`config.mk`:
```
export PLATFORM = sky130hd
export DESIGN_NAME = wptr_full_ctrl
export DESIGN_NICKNAME = d
export VERILOG_FILES = /design/src/rtl/fifo_pkg.sv /design/src/rtl/gray2bin_conv.sv /design/src/rtl/wptr_full_ctrl.sv
export SDC_FILE = /design/constraint.sdc
export NUM_CORES = 1
export LEC_CHECK = 0
export BUFFER_PORTS_ARGS = -buffer_cell sky130_fd_sc_hd__buf_2
export CAP_MARGIN = 20
export CORE_MARGIN = 2
export CORE_UTILIZATION = 50
export DETAILED_ROUTE_END_ITERATION = 6
export PLACE_DENSITY_LB_ADDON = 0.15
export SYNTH_ARGS = -nofsm -noshare
export SYNTH_HDL_FRONTEND = slang
export SYNTH_SLANG_ARGS = --single-unit
```
`constraint.sdc`:
```
create_clock -name clk -period 6 [get_ports clk]
set_input_delay 0.6 -clock clk [delete_from_list [all_inputs] [get_ports clk]]
set_output_delay 0.6 -clock clk [all_outputs]
set_load 0.05 [all_outputs]
```
`src/rtl/fifo_pkg.sv`:
```
`default_nettype none
// ============================================================================
//  Module      : fifo_pkg
//  Description : Shared pointer sizing, types and Gray helpers for both
//                domains of the dual-clock FIFO.
//  Revision    : 1.0 - initial release
// ============================================================================
package fifo_pkg;

    localparam int FIFO_PTR_WIDTH = 4;
    localparam int DEPTH          = 1 << FIFO_PTR_WIDTH;

    typedef logic [FIFO_PTR_WIDTH:0] ptr_t;

    function automatic ptr_t bin2gray(input ptr_t bin);
        return (bin >> 1) ^ bin;
    endfunction

    function automatic ptr_t gray2bin(input ptr_t gray);
        ptr_t bin;
        bin = '0;
        for (int i = 0; i <= FIFO_PTR_WIDTH; i++) begin
            bin[i] = ^(gray >> i);
        end
        return bin;
    endfunction

endpackage
`default_nettype wire

```
`src/rtl/gray2bin_conv.sv`:
```
`default_nettype none
// ============================================================================
//  Module      : gray2bin_conv
//  Description : Combinational parameterised Gray-to-binary converter.
//  Revision    : 1.0 - initial release
// ============================================================================
module gray2bin_conv #(
    parameter int WIDTH = 5
) (
    input  logic [WIDTH-1:0] gray,
    output logic [WIDTH-1:0] bin
);

    // Each binary bit is the XOR of all Gray bits at or above it.
    for (genvar i = 0; i < WIDTH; i++) begin : g_bit
        assign bin[i] = ^(gray >> i);
    end

endmodule
`default_nettype wire

```
`src/rtl/wptr_full_ctrl.sv`:
```
`default_nettype none
// ============================================================================
//  Module      : wptr_full_ctrl
//  Description : Write-domain pointer, full/almost-full, level and sticky
//                overflow controller for the dual-clock FIFO.
//  Revision    : 1.0 - initial release
// ============================================================================
module wptr_full_ctrl
    import fifo_pkg::*;
#(
    parameter int PTR_WIDTH = 4,
    parameter int AF_MARGIN = 2
) (
    input  logic                 clk,
    input  logic                 rst_n,
    input  logic                 winc,
    input  logic [PTR_WIDTH:0]   wq2_rptr,
    input  logic                 clr_ovf,
    output logic [PTR_WIDTH-1:0] waddr,
    output logic [PTR_WIDTH:0]   wptr,
    output logic                 wfull,
    output logic                 walmost_full,
    output logic [PTR_WIDTH:0]   wlevel,
    output logic                 woverflow
);

    localparam int               c_DEPTH     = 1 << PTR_WIDTH;
    localparam logic [PTR_WIDTH:0] c_AF_THRESH = (PTR_WIDTH+1)'(c_DEPTH - AF_MARGIN);

    logic [PTR_WIDTH:0] r_bin;
    logic [PTR_WIDTH:0] r_gray;
    logic               r_full;
    logic               r_afull;
    logic [PTR_WIDTH:0] r_level;
    logic               r_ovf;

    logic               w_wen;
    logic [PTR_WIDTH:0] w_bin_nxt;
    logic [PTR_WIDTH:0] w_gray_nxt;
    logic [PTR_WIDTH:0] w_rbin;
    logic [PTR_WIDTH:0] w_level_nxt;
    logic [PTR_WIDTH:0] w_rptr_full;
    logic               w_full_nxt;
    logic               w_afull_nxt;

    gray2bin_conv #(
        .WIDTH (PTR_WIDTH + 1)
    ) u_rptr_conv (
        .gray (wq2_rptr),
        .bin  (w_rbin)
    );

    assign w_wen       = winc & ~r_full;
    assign w_bin_nxt   = r_bin + {{PTR_WIDTH{1'b0}}, w_wen};
    assign w_gray_nxt  = (w_bin_nxt >> 1) ^ w_bin_nxt;
    assign w_level_nxt = w_bin_nxt - w_rbin;

    // Full when the write pointer has lapped the read pointer exactly once:
    // in Gray code that means the top two bits are inverted, the rest equal.
    assign w_rptr_full = {~wq2_rptr[PTR_WIDTH:PTR_WIDTH-1], wq2_rptr[PTR_WIDTH-2:0]};
    assign w_full_nxt  = (w_gray_nxt == w_rptr_full);
    assign w_afull_nxt = (w_level_nxt >= c_AF_THRESH);

    always_ff @(posedge clk or negedge rst_n) begin
        if (!rst_n) begin
            r_bin   <= '0;
            r_gray  <= '0;
            r_full  <= 1'b0;
            r_afull <= 1'b0;
            r_level <= '0;
            r_ovf   <= 1'b0;
        end else begin
            r_bin   <= w_bin_nxt;
            r_gray  <= w_gray_nxt;
            r_full  <= w_full_nxt;
            r_afull <= w_afull_nxt;
            r_level <= w_level_nxt;
            // A dropped write outranks a concurrent clear.
            if (winc && r_full) begin
                r_ovf <= 1'b1;
            end else if (clr_ovf) begin
                r_ovf <= 1'b0;
            end
        end
    end

    assign waddr        = r_bin[PTR_WIDTH-1:0];
    assign wptr         = r_gray;
    assign wfull        = r_full;
    assign walmost_full = r_afull;
    assign wlevel       = r_level;
    assign woverflow    = r_ovf;

endmodule
`default_nettype wire

```
[After elaboration in Yosys (flattened, before gate mapping)]
Cells that the tools add are included.
Storage, ports and cells
  register bits: 18
  logic and storage cells: 23
Cells by class
  add/subtract/negate cells: 2
  magnitude comparators: 1
  eq/ne operators: 1
  mux-type cells: 2
  bitwise gates (word level): 4
  reduce and logical (&&, ||, !) cells: 7
Operators with widths (number)
  5-bit XOR reduction: 5
  5-bit by 1-bit adder with 5-bit output: 1
  5-bit == test: 1
  5-bit by 4-bit greater-or-equal comparator with 1-bit output, second input constant: 1
  5-bit subtractor: 1
  4-bit by 5-bit XOR with 5-bit output: 1
  1-bit two-way mux: 2
  2-bit inverter: 1
  2-bit nonzero test: 1
  1-bit AND: 1
  1-bit logical AND: 1
  1-bit inverter: 1

[Logic depth before layout (Yosys ltp)]
  depth after elaboration: 5
  depth in mapped cells: 10
  mapped depth without buffers: 10

[Hierarchy]
A second synthesis with hierarchy kept.
Second synthesis, totals
  cells, all modules: 84
  area, all modules: 947.2 sq um
Modules (own cells, without submodules)
  wptr_full_ctrl: times used 1, cells each 78, area an instance 874.6 sq um, sequential area each 425.4 sq um
  gray2bin_conv: times used 1, cells each 6, area an instance 72.6 sq um, sequential area each 0.0 sq um

[Least setup slack after synthesis]
No wires, ideal clock.
  kind: input to register
  start: input wq2_rptr[4]
  end: register r_afull, in the netlist walmost_full
  setup time: 0.087 ns
  data arrival time: 2.647 ns
  required time: 5.913 ns
  setup slack: 3.266 ns
  cell stages on the path: 10
  path through: xor2_1 > xnor2_1 > xor2_1 > xnor2_1 > ha_1 > fa_1 > nor2b_1 > o21ai_0 > a311o_1 > o211ai_1
Between the ends
  longest elaborated chain between the ends: 3
  elaborated cells on any way between the ends: 7
  classes of those cells: 1 x add/sub; 1 x order compare; 5 x reduce/logical
RTL lines
  from (decl): line wptr_full_ctrl.sv:17  | input logic [PTR_WIDTH:0] wq2_rptr,
  5-bit XOR reduction: line gray2bin_conv.sv:16  | assign bin[i] = ^(gray >> i);
  5-bit subtractor (*): line wptr_full_ctrl.sv:56  | assign w_level_nxt = w_bin_nxt - w_rbin;
  5-bit by 4-bit greater-or-equal comparator with 1-bit output (*): line wptr_full_ctrl.sv:62  | assign w_afull_nxt = (w_level_nxt >= c_AF_THRESH);
  via w_afull_nxt: line wptr_full_ctrl.sv:44  | logic w_afull_nxt;
  to (signal assigned): line wptr_full_ctrl.sv:76  | r_afull <= w_afull_nxt;
  to (decl): line wptr_full_ctrl.sv:33  | logic r_afull;
Mark *: on every way through the listed nets, which the timed path passes. The rest lies on a longest branch.
A chain may end at the register's enable or synchronous reset.

[Final worst setup path]
Same ends and word-level chain as after synthesis.

==> flow_summary_export.csv <==
group,metric,value,unit
synthesis,synth-seq-area-share,47.49,%
setup_path,crit_buf_inv,1,
global_route,grt-ovfl-total,0,
placed_design,pre_cts_slack,2881,ps
sta,layout_min_cycle_time,2827,ps
detailed_routing,drt.antenna.violating_nets,0,
sta,max_freq,353.7,MHz
floorplan,die_area,2146,um2
setup_path,cp.depth,11,
floorplan,die_w,46.33,um
synthesis,ys_types,19,
floorplan,pin_count,26,
floorplan,start_util,52.45,%
cts,cts_root_buffer,"clkbuf_4",
cts,clock_latency,290,ps
synthesis,yosysWarnings,0,
global_route,gr-usage-met1,18.77,%
setup_path,path_cells,"buf_2 -> xor2_1 -> xnor2_1 -> xor2_1 -> xnor2_1 -> ha_1 -> fa_1 -> nor2b_1 -> o21ai_0 -> a311o_1 -> o211ai_1",
setup_path,cp.required,6220,ps
global_route,grt_pass1_wl,2263,um
cts,cts_tree,"yes",
setup_path,cp_slowest_cell,"fa_1",
detailed_routing,vias_per_cell,4.740,
cts,cts_hold_buf,0,
sta,hold_violations,0,
global_route,grt_pass1_vias,536,
detailed_routing,drtIter0Drc,8,
synthesis,syn_avg_cell_area,11.63,um2
setup_path,arrival,3040,ps
floorplan,die_h,46.33,um
sta,period_share,47.11,%
global_route,track_usage,15.85,%
layout,areaGrowthSynthToFinish,20.53,%
placed_design,post-dp-hpwl,1190,um
sta,slew-limit-headroom,73.99,%
sta,rsz0062_at_grt,"false",
sta,worst_slew_pin_slew,388.8,ps
sta,setup_ws,3173,ps
cts,htreeDepth,1,
setup_path,worstSetupPathType,"in2reg",
layout,layout.nets,122,
cts,path_clk_slew,100,ps
synthesis,synth_cells,77,
synthesis,synthesis.nets,92,
detailed_routing,wl,1428,um
layout,layout_commonest_cell,"buf_2",
cts,post_cts_buffers,0,
synthesis,synth.top_cell.area_share,47.49,%
sta,slew_viol_final,0,
flow_run,cap_violations,0,
detailed_routing,num_vias,621,
global_route,busiest_layer,"met2",
sta,finalSetupViolCount,0,
setup_path,end_kind,"register",
setup_path,reg2reg_depth,9,
floorplan,core_area,1708,um2
global_route,antenna_found_initial,0,
run_status,status,"finished, final reports clean",
layout,final_cell_mix,"25 x buf_2, 17 x dfrtp_1, 10 x xnor2_1",
cts,clock-sinks,17,
detailed_routing,drc,0,
setup_path,critical_path.max_fanout,5,
placed_design,io_buffers,25,
placed_design,gp_congestion,0.7701,
setup_path,critPathLaunchType,"input pin",
setup_path,crit_family,"XOR/XNOR gates",
layout,final_core_util,63.22,%
hold_path,hold_class,"in2async",
sta,clock_skew,2.255,ps
global_route,grt_use_met3,3.529,%
synthesis,synth_top_area_cell,"dfrtp_1",
setup_path,slowest_delay,410,ps
synthesis,synthTopCellsByArea,"dfrtp_1 47%, xnor2_1 9.8%, xor2_1 8.8%",
layout,n_antenna_cell,0,
floorplan,std_cell_rows,15,
detailed_routing,routedWlPerCell,10.90,um
layout,drive_gt1_share,29.25,%
cts,clock_path_buffers,2,
synthesis,syn-cell-area,895.9,um2
synthesis,ys_ff_latch,17,
global_route,met2_usage,26.39,%
detailed_routing,drt_pass1_iterations,4,
sta,setup_tns,0,ps
global_route,grt_max_degree,18,
cts,cts_buffers,3,
cts,cts_resized,0,
[final timing paths]
path | startpoint | end | slack [ps]
min in group clk | clr_ovf | woverflow | 490
worst max register to register | wfull | walmost_full | 3510
max in group asynchronous | rst_n | wlevel[0] | 5540
worst min-delay path | rst_n | wlevel[1] | 200
worst min register to register | wfull | woverflow | 510
worst max-delay path | wq2_rptr[4] | walmost_full | 3170
[state kept, by name (all words and copies together) (netlist names)]
signal        count
wlevel            5
r_bin             5
wfull             1
woverflow         1
walmost_full      1
wptr              4
[synthesized netlist by cell type (all sizes together)]
master and count:
inv 9, ha 5, dfrtp 17, nor3 1, a221oi 1, nand2 5
fa 1, a21boi 1, o211ai 2, or2 1, xor2 9, or3 2
o21ai 3, a21oi 1, a311o 1, nand3 4, nor2b 2, xnor2 10
xnor3 2
[stage by stage]
| stage | cells | hold WS (ps) | cell area [um2] |
|---|---|---|---|
| 6_report | 131 | 204.8 | 1080 |
| 5_1_grt | 131 | 226.2 | 1080 |
| 4_1_cts | 131 | 213.7 | 1080 |
| 3_5_place_dp | 127 | 496.3 | 1052 |
| 3_3_place_gp | 127 | 487.1 | 1052 |
| 2_1_floorplan | 77 | 304.4 | 895.9 |
[metal layers]
| layer | wire length, um | vias up |
|---|---|---|
| li1 | - | 314 |
| met4 | 12 | 0 |
| met1 | 607 | 290 |
| met2 | 749 | 15 |
| met3 | 60 | 2 |
| met5 | 0 | - |
[layout make-up]
class	count	area, um2
Fill cell	151	628.1
Multi-Input combinational cell	51	436.7
Sequential cell	17	425.4
Timing Repair Buffer	25	125.1
Inverter	9	33.78
Tap cell	25	31.28
Clock buffer	3	22.52
Clock inverter	1	5.005
[logic make-up after synthesis]
group,after synthesis,synth area share (%)
and+or+nand+nor,15,8.380
AOI/OAI and AO/OA,9,7.540
adders and majority gates,6,9.218
xor gates and xnor gates,21,23.60
DFF,17,47.49
buffers and inverters,9,3.771
Power is not shown: default switching activity piles up to over one toggle a cycle in this logic, so the estimate is an artifact.
